[config.mk]
export PLATFORM = sky130hd
export DESIGN_NAME = bist_response_analyzer
export DESIGN_NICKNAME = d
export VERILOG_FILES = /design/src/rtl/bist_response_analyzer.sv
export SDC_FILE = /design/constraint.sdc
export NUM_CORES = 1
export LEC_CHECK = 0
export CORE_MARGIN = 4
export CORE_UTILIZATION = 25
export DETAILED_ROUTE_END_ITERATION = 16
export HOLD_SLACK_MARGIN = 0.08
export PLACE_DENSITY_LB_ADDON = 0.25
export SETUP_SLACK_MARGIN = 0.3
export SLEW_MARGIN = 5
export SYNTH_ARGS = -nofsm -noshare
export SYNTH_HDL_FRONTEND = slang
export SYNTH_SLANG_ARGS = --single-unit
[constraint.sdc]
create_clock -name clk -period 4.15 [get_ports clk]
set_input_delay 0.6225 -clock clk [delete_from_list [all_inputs] [get_ports clk]]
set_output_delay 0.6225 -clock clk [all_outputs]
set_load 0.1 [all_outputs]
[src/rtl/bist_response_analyzer.sv]
// BIST response analyzer: compacts multiplier products into a Galois MISR and
// compares the final signature with GOLDEN_SIG. Optional watchdog: BIST_TIMEOUT_EN.
module bist_response_analyzer #(
  parameter int unsigned         WIDTH          = 8,
  parameter int unsigned         NUM_PATTERNS   = 16,
  parameter logic [WIDTH-1:0]    SEED           = 8'hFF,
  parameter logic [WIDTH-1:0]    POLY           = 8'h1D,
  parameter logic [WIDTH-1:0]    GOLDEN_SIG     = 8'h00,
  parameter int unsigned         TIMEOUT_CYCLES = 64
) (
  input  logic             clk,
  input  logic             rst,
  input  logic             test,
  input  logic [WIDTH-1:0] product,
  input  logic             busy,
  output logic [WIDTH-1:0] signature,
  output logic             done,
  output logic             pass,
  output logic             timeout
);

  localparam int unsigned CW = $clog2(NUM_PATTERNS + 1);

  typedef enum logic [1:0] {IDLE, RUN, COMPARE, DONE} state_t;

  state_t           state;
  logic [WIDTH-1:0] sig;
  logic [WIDTH-1:0] sig_next;
  logic [CW-1:0]    count;
  logic             busy_q;
  logic             capture;

  // A falling busy edge marks a fresh product, but only while collecting.
  assign capture = (state == RUN) && busy_q && !busy;

  always_comb begin
    sig_next = {sig[WIDTH-2:0], 1'b0} ^ (sig[WIDTH-1] ? POLY : '0) ^ product;
  end

  assign signature = sig;

`ifdef BIST_TIMEOUT_EN
  localparam int unsigned WW = $clog2(TIMEOUT_CYCLES + 1);

  logic [WW-1:0] wd;
  logic          tmo;

  assign timeout = tmo;

  always_ff @(posedge clk) begin
    busy_q <= busy;
    if (rst) begin
      state  <= IDLE;
      sig    <= SEED;
      count  <= '0;
      busy_q <= 1'b0;
      done   <= 1'b0;
      pass   <= 1'b0;
      tmo    <= 1'b0;
      wd     <= '0;
    end else begin
      unique case (state)
        IDLE: begin
          done <= 1'b0;
          pass <= 1'b0;
          tmo  <= 1'b0;
          if (test) begin
            sig   <= SEED;
            count <= '0;
            wd    <= '0;
            state <= RUN;
          end
        end
        RUN: begin
          // Abort has priority over both a capture and a watchdog expiry.
          if (!test) begin
            state <= IDLE;
          end else if (capture) begin
            sig   <= sig_next;
            count <= count + 1'b1;
            wd    <= '0;
            if (count == CW'(NUM_PATTERNS - 1)) state <= COMPARE;
          end else if (wd == WW'(TIMEOUT_CYCLES - 1)) begin
            state <= DONE;
            done  <= 1'b1;
            pass  <= 1'b0;
            tmo   <= 1'b1;
          end else begin
            wd <= wd + 1'b1;
          end
        end
        COMPARE: begin
          pass  <= (sig == GOLDEN_SIG);
          done  <= 1'b1;
          state <= DONE;
        end
        DONE: begin
          if (!test) begin
            state <= IDLE;
            done  <= 1'b0;
            pass  <= 1'b0;
            tmo   <= 1'b0;
          end
        end
        default: state <= IDLE;
      endcase
    end
  end
`else
  assign timeout = 1'b0;

  always_ff @(posedge clk) begin
    busy_q <= busy;
    if (rst) begin
      state  <= IDLE;
      sig    <= SEED;
      count  <= '0;
      busy_q <= 1'b0;
      done   <= 1'b0;
      pass   <= 1'b0;
    end else begin
      unique case (state)
        IDLE: begin
          done <= 1'b0;
          pass <= 1'b0;
          if (test) begin
            sig   <= SEED;
            count <= '0;
            state <= RUN;
          end
        end
        RUN: begin
          if (!test) begin
            state <= IDLE;
          end else if (capture) begin
            sig   <= sig_next;
            count <= count + 1'b1;
            if (count == CW'(NUM_PATTERNS - 1)) state <= COMPARE;
          end
        end
        COMPARE: begin
          pass  <= (sig == GOLDEN_SIG);
          done  <= 1'b1;
          state <= DONE;
        end
        DONE: begin
          if (!test) begin
            state <= IDLE;
            done  <= 1'b0;
            pass  <= 1'b0;
          end
        end
        default: state <= IDLE;
      endcase
    end
  end
`endif

endmodule
# Yosys cells after proc, flatten, opt, wreduce, memory -nomap -nowiden
# Index checks and enable logic that the tools add are counted.
dict set report op_classes {
  addsub 1
  eq_ne 10
  bitwise_logic 2
  reduce_logical 10
  muxes 18
}
# operator count
set op_table {}
lappend op_table {{8-bit two-way mux} 3}
lappend op_table {{5-bit two-way mux} 4}
lappend op_table {{8-bit case mux with 2 select lines} 1}
lappend op_table {{2-bit two-way mux} 5}
lappend op_table {{5-bit case mux with 2 select lines} 1}
lappend op_table {{8-bit logical NOT} 1}
lappend op_table {{2-bit != test (second input constant)} 4}
lappend op_table {{2-bit case mux with 4 select lines} 1}
lappend op_table {{4-bit AND reduction} 2}
lappend op_table {{8-bit by 5-bit bitwise XOR with 8-bit output} 1}
lappend op_table {{8-bit bitwise XOR} 1}
lappend op_table {{1-bit case mux with 3 select lines} 2}
lappend op_table {{5-bit by 1-bit adder with 5-bit output (second input constant)} 1}
lappend op_table {{5-bit by 4-bit == test with 1-bit output (second input constant)} 1}
lappend op_table {{2-bit == test (second input constant)} 2}
lappend op_table {{3-bit by 2-bit != test with 1-bit output (second input constant)} 1}
lappend op_table {{3-bit != test (second input constant)} 1}
lappend op_table {{3-bit nonzero test} 1}
lappend op_table {{2-bit by 1-bit == test with 1-bit output (second input constant)} 1}
lappend op_table {{1-bit logical AND} 2}
lappend op_table {{2-bit logical NOT} 1}
lappend op_table {{2-bit AND reduction} 1}
lappend op_table {{2-bit nonzero test} 1}
lappend op_table {{1-bit logical NOT} 1}
lappend op_table {{1-bit two-way mux} 1}
dict set report word_totals {
  out_inout_bits 11
  in_bits 12
  regBits 18
}

# Depth between registers and ports, before layout
# Gate-level depths: netlist of the first run.
dict set report depth {
  depth_word 6
  depth_mapped 6
}

# Worst setup path before layout of the first run
# OpenSTA, ideal clock, no wires.
dict set report synth_path {
  path_type {reg-to-reg}
  from {reg sig[7], in the netlist signature[7]}
  to {reg sig[3], in the netlist signature[3]}
  required_time_ps 4079
  slack_ps 2395
  stages_incl_launch_ff 6
  setup_ps 71
  arrival_time_ps 1684
  synth_period_minus_slack_ps 1755
  path_cell_list {dfxtp_1 -> buf_2 -> xnor2_1 -> xnor2_1 -> nor2_1 -> a21oi_1}
}
dict set report synth_via {
  elab_chain_len 6
}
# element line
set synth_lines {}
lappend synth_lines {{start: declaration} 27} ;# logic [WIDTH-1:0] sig;
lappend synth_lines {{start signal: assignment} 136} ;# sig <= sig_next;
lappend synth_lines {{5-bit two-way mux} 37} ;# sig_next = {sig[WIDTH-2:0], 1'b0} ^ (sig[WIDTH-1] ? POLY : '0) ^ product;
lappend synth_lines {{8-bit by 5-bit bitwise XOR with 8-bit output} 37}
lappend synth_lines {{8-bit bitwise XOR} 37}
lappend synth_lines {{8-bit two-way mux} 135} ;# end else if (capture) begin
lappend synth_lines {{8-bit two-way mux} 133} ;# if (!test) begin
lappend synth_lines {{8-bit case mux with 2 select lines} 122} ;# unique case (state)
# Every way passes these cells. The select of a mux whose other input is x is not followed.
# A chain may end at the register's enable or synchronous reset.

# Worst setup path in the final report of the first run
dict set report layout_path {
  from {reg sig[7], in the netlist signature[7]}
  to {out signature[7]}
}
# element line
set layout_lines {}
lappend layout_lines {{end: declaration} 16} ;# output logic [WIDTH-1:0] signature,
# No word-level cell between the ends.

==> flow_summary_export.csv, run 1 <==
group,metric,value,unit
critical_path,reg2reg_depth,5,
grt,antenna_found_initial,0,
critical_path,r2r_start,"count[0]$_SDFFE_PP0P_",
critical_path,crit_chain,"clkdlybuf4s50_1",
sta,rsz0062_at_grt,"false",
die,dieWidth,68.0,µm
sta,finalSetupTns,0,ns
critical_path,slowest_delay,1.20,ns
logic_synthesis,syn_inst,106,
power_and_ir_drop,p_leak,0.000420,µW
logic_synthesis,yosysSeqAreaShare,40.0,%
finish,nets,139,
clock_network,cts_hold_buf,0,
routing,dr.pass1.iters,2,
grt,first_global_vias,801,
logic_synthesis,synth.most_common_cell,"dfxtp_1",
worst_hold_path,worst_hold_path.endpoint,"count[4]$_SDFFE_PP0P_",
clock_network,postCtsResizedCells,0,
worst_hold_path,hold_depth,2,
logic_synthesis,yosysWarnings,0,
sta,min_period,2.63,ns
finish,area_growth_syn_to_layout,30.0,%
clock_network,cts_sinks,18,
flow_run,maxCapViolations,0,
place,place_congestion,0.726,
logic_synthesis,syn_area_per_cell,8.50,µm²
die,rows,21,
logic_synthesis,synth_ff_type,"dfxtp_1",
sta,hold_viol_final,0,
routing,drt-total-wl,2060,µm
critical_path,critPathTopFamily,"buffers and inverters",
grt,grt_usage,10.3,%
sta,finalCritPeriodShare,63.4,%
grt,grt-ovfl-total,0,
place,hpwlAfterDp,1420,µm
logic_synthesis,ys_ff_latch,18,
clock_network,root_buffer,"clkbuf_4",
critical_path,r2r_end,"count[4]$_SDFFE_PP0P_",
power_and_ir_drop,switchingPower,113,µW
routing,wl_per_cell,12.1,µm
critical_path,endpoint_kind,"output port",
power_and_ir_drop,fin_total_pwr,371,µW
logic_synthesis,synth_area_leaders,"dfxtp_1 (40%), xnor2_1 (5.8%), a21oi_1 (5.0%)",
critical_path,critPathKind,"register to output port",
critical_path,cp_slowest_cell,"clkdlybuf4s50_1",
die,io_pins,23,
die,die_h,68.0,µm
finish,drive_gt1_share,4.84,%
clock_network,cts_setup_buffers,0,
critical_path,critPathRequiredTime,3.53,ns
critical_path,cp_max_fo,7,
power_and_ir_drop,p_int,259,µW
routing,ant_nets,0,
place,portBuffers,21,
clock_network,cts_buffers,3,
sta,finClkSkew,0.00456,ns
routing,dr_total_vias,774,
die,dieArea,0.00463,mm²
clock_network,h-tree-depth,1,
clock_network,clkTransAtPathRegs,0.10,ns
sta,slew_viol_final,0,
worst_hold_path,hp-class,"register to register",
sta,slew_headroom,34.5,%
sta,worst_pin_slew,0.980,ns
power_and_ir_drop,p_seq_share,49.7,%
die,core,0.00342,mm²
logic_synthesis,synth_top_area_cell,"dfxtp_1",
logic_synthesis,async_flop_share,0,%
power_and_ir_drop,combPwrFrac,20.6,%
power_and_ir_drop,vdd_drop_max,0.106,mV
critical_path,r2r_setup_slack,2.56,ns
critical_path,worstSetupStartpointType,"register",
critical_path,arrival,2.01,ns
sta,fmax,0.380,GHz
worst_hold_path,holdCritStartpoint,"count[4]$_SDFFE_PP0P_",
logic_synthesis,synth.top_cell.area_share,40.0,%
logic_synthesis,synth.top_cells.by_count,"dfxtp_1 (18), nor2_1 (10), a21oi_1 (9), nor3_1 (9)",
status,outcome,"completed",
clock_network,cts_max_path_buffers,2,
logic_synthesis,synth_edf_count,0,
routing,drtIter0Drc,27,
grt,grt_max_degree,19,
routing,detail_route.vias_per_cell,4.55,
finish,diodes,0,
routing,route.detailed.drc,0,
die,initial_utilization,26.4,%
logic_synthesis,synthDistinctLibCells,31,
power_and_ir_drop,p_sw_share,30.3,%
clock_network,cts_tree,"yes",
critical_path,cp_num_buf_inv,1,
finish,utilization,34.3,%
grt,grt_pass1_wl,3530,µm
logic_synthesis,syn_nets,120,
logic_synthesis,syn-cell-area,901,µm²
critical_path,startpoint,"signature[7]$_SDFFE_PP1P_",
sta,setup_viol,0,
power_and_ir_drop,p_clk_share,29.7,%
clock_network,clkLatencyLatePin,0.30,ns
power_and_ir_drop,p_per_area,317,mW/mm²
-- worst reg2reg max path, delay by kind of cell, from the launching register on --
family,cells,cell delay [ns]
AOI/OAI and AO/OA,1,0.13
adders and majority gates,2,0.48
DFF,1,0.35
and+or+nand+nor,2,0.55
-- flip-flops by register name, summed over array words and instances, names as in the netlist, named ones only --
register,count
done,1
signature,8
pass,1
busy_q,1
count,5
state,1
-- logic make-up (layout without fill, tap and decap cells) --
family,after synthesis,count (layout),synth area share (%)
simple gates,41,41,24.6
compound gates,24,24,16.9
flops,18,18,40.0
xor+xnor,11,11,10.7
buf+inv,9,27,4.58
fa+ha+maj,2,2,2.78
other cells,1,1,0.416
-- how the worst max path moves through the flow --
stage                                endpoint  slack, ns  cells after the start
detailed placement               signature[7]       1.85                      1
global placement                 signature[7]       1.86                      1
finish                           signature[7]       1.52                      1
global route                     signature[7]       1.45                      1
floorplan           signature[3]$_SDFFE_PP1P_       2.40                      5
CTS                              signature[7]       1.50                      1
-- metal layers --
| layer | part of all wire [%] | global-route usage (%) | wire length (µm) |
|---|---|---|---|
| met1 | 50 | 12.5 | 1040 |
| met2 | 42 | 16.0 | 871 |
| met3 | 6.1 | 3.78 | 125 |
| met4 | 1.0 | 5.21 | 21 |
| met5 | 0 | 0 | 0 |
-- cells in the final DEF, fill, tap and decap left out --
master and instances:
nand3_1 2, dfxtp_1 18, a21oi_1 9, o21ai_0 2
nand2b_1 4, a21oi_2 1, nor2_1 10, or3_1 3
a31oi_1 1, nor3b_1 1, ha_1 2, nand4b_1 2
a21boi_1 1, clkdlybuf4s50_1 21, nand2_1 4, a21o_1 1
conb_1 1, a211oi_1 1, nor2b_1 2, clkbuf_8 1
nor4_1 2, nand2b_4 1, nor3_1 9, and3_1 1
o21a_1 1, xor2_1 5, inv_1 2, clkbuf_4 3
o21bai_1 6, xnor2_1 6, a21boi_0 1
-- power groups by stage --
| stage | combinational, µW | clock, µW | sequential, µW |
|---|---|---|---|
| after floorplan | 34.2 | 0 | 209 |
| after global placement | 76.5 | 0 | 188 |
| after detailed placement | 76.9 | 0 | 189 |
| after CTS | 77.3 | 113 | 185 |
| after global routing | 81.9 | 118 | 186 |
| final | 76.3 | 110 | 184 |
-- through the flow --
stage	area, µm²	setup WS (ns)	std cells	hold slack, ns
floorplan	901	2.40	106	0.432
global placement	1130	1.86	166	0.438
detailed placement	1130	1.85	166	0.445
CTS	1170	1.50	170	0.460
global route	1170	1.45	170	0.508
finish	1170	1.52	170	0.460
-- cell type report --
class / count / area [µm²]
Sequential cell: 18 / 360
Fill cell: 371 / 2240
Clock buffer: 4 / 36.3
Tap cell: 46 / 57.6
Multi-Input combinational cell: 79 / 499
Inverter: 2 / 7.51
Timing Repair Buffer: 21 / 210
Note: power is estimated with default switching activity, not from simulation.
==> run 2: changes to the inputs <==
==> constraint.sdc (replaced) <==
create_clock -name clk -period 2.14 [get_ports clk]
set_input_delay 0.321 -clock clk [delete_from_list [all_inputs] [get_ports clk]]
set_output_delay 0.321 -clock clk [all_outputs]
set_load 0.1 [all_outputs]
==> flow_summary_export.csv, run 2 (synthesized netlist as in run 1, its figures left out) <==
group,metric,value,unit
die,core,0.00342,mm²
routing,dr.pass1.iters,4,
sta,fin_ws,0.528,ns
sta,setup_viol,0,
critical_path,critPathRequiredTime,2.37,ns
critical_path,cp_slowest_cell,"clkdlybuf4s50_1",
clock_network,cts_setup_buffers,0,
grt,grt_max_degree,19,
die,dieArea,0.00463,mm²
routing,ant_nets,0,
finish,area_growth_syn_to_layout,28.1,%
finish,utilization,33.8,%
sta,finalSetupTns,0,ns
routing,wl_met2,856,µm
clock_network,postCtsResizedCells,0,
clock_network,cts_hold_buf,0,
routing,top_layer,"met4",
clock_network,clkTransAtPathRegs,0.10,ns
clock_network,cts_sinks,18,
place,hpwlAfterDp,1470,µm
die,die_h,68.0,µm
finish,nFillCells,375,
sta,hold_viol_final,0,
place,dp_slack,0.220,ns
grt,first_global_vias,758,
clock_network,h-tree-depth,1,
routing,detail_route.vias_per_cell,4.52,
routing,dr_total_vias,773,
grt,antenna_found_initial,0,
finish,largest_reg_flops,8,
sta,finalCritPeriodShare,75.3,%
power_and_ir_drop,p_per_area,622,mW/mm²
critical_path,slowest_delay,0.60,ns
status,outcome,"completed",
grt,grt_pass1_wl,3350,µm
sta,slew_viol_final,0,
finish,design_area,0.00115,mm²
sta,fmax,0.620,GHz
routing,drt-total-wl,2000,µm
critical_path,crit_chain,"clkdlybuf4s50_1 -> nand2b_4 -> a21o_1 -> or3_1 -> a21boi_1",
clock_network,clkLatencyLatePin,0.29,ns
die,rows,21,
grt,grt-ovfl-total,0,
place,place_congestion,0.731,
critical_path,cp_max_fo,14,
clock_network,cts_buffers,3,
finish,final_cell_mix,"dfxtp_1 (18), clkdlybuf4s50_1 (11), buf_4 (11), nor2_1 (10)",
sta,slew_headroom,57.7,%
clock_network,cts_tree,"yes",
die,initial_utilization,26.4,%
finish,drive_gt1_share,13.6,%
die,io_pins,23,
die,dieWidth,68.0,µm
sta,finClkSkew,0.00913,ns
flow_run,maxCapViolations,0,
finish,layout_commonest_cell,"dfxtp_1",
clock_network,root_buffer,"clkbuf_4",
power_and_ir_drop,fin_total_pwr,717,µW
finish,diodes,0,
finish,nets,140,
routing,drtIter0Drc,39,
clock_network,cts_max_path_buffers,2,
place,portBuffers,21,
critical_path,endpoint_kind,"register",
sta,worst_pin_slew,0.632,ns
critical_path,arrival,1.84,ns
sta,min_period,1.61,ns
power_and_ir_drop,vdd_drop_max,0.254,mV
place,place_area,0.00112,mm²
routing,wl_met3,128,µm
routing,wl_per_cell,11.7,µm
power_and_ir_drop,p_leak,0.000427,µW
critical_path,worstSetupStartpointType,"input port",
critical_path,critPathKind,"input port to register",
routing,route.detailed.drc,0,
worst_hold_path,hp-class,"register to register",
sta,rsz0062_at_grt,"false",
grt,grt_usage,9.78,%
routing,wl_met1,993,µm
run 2: final timing paths:
path | start | to | slack [ns] | depth (start not counted)
worst max-delay path | test | count[3]$_SDFFE_PP0P_ | 0.53 | 5
worst min-delay path | count[4]$_SDFFE_PP0P_ | count[4]$_SDFFE_PP0P_ | 0.46 | 2
worst max register to register | count[0]$_SDFFE_PP0P_ | count[4]$_SDFFE_PP0P_ | 0.55 | 5
worst min register to register | count[4]$_SDFFE_PP0P_ | count[4]$_SDFFE_PP0P_ | 0.46 | 2
run 2: area by class of cell:
class	count	area, µm²	share of cell area [%]
multi-input cells	79	499	43.3
flip-flops and latches	18	360	31.2
repair buffers	22	193	16.7
well taps	46	57.6	4.99
clock buffers	4	36.3	3.15
inverters	2	7.51	0.651
run 2: stage by stage:
stage	instances	hold WS [ns]
2_1_floorplan	106	0.432
3_5_place_dp	167	0.443
4_1_cts	171	0.458
3_3_place_gp	167	0.440
6_report	171	0.458
5_1_grt	171	0.497
run 2: critical path: cells and delay by family:
kind,cells,cell delay (ns)
AOI/OAI and AO/OA,2,0.44
buffers and inverters,1,0.60
and+or+nand+nor,2,0.48
run 2: power breakdown:
part           total (µW)  switching, µW  internal (µW)  leakage [µW]
Combinational         148           95.5           52.2      0.000260
Sequential            358           13.5            345      0.000147
Clock                 211            108            104     0.0000210
Total                 717            217            501      0.000427
run 2: layer usage:
metal | vias up | GRT usage (%)
met2 | 21 | 13.6
met3 | 2 | 4.11
met4 | 0 | 3.72
li1 | 402 | -
met5 | - | 0
met1 | 348 | 13.3
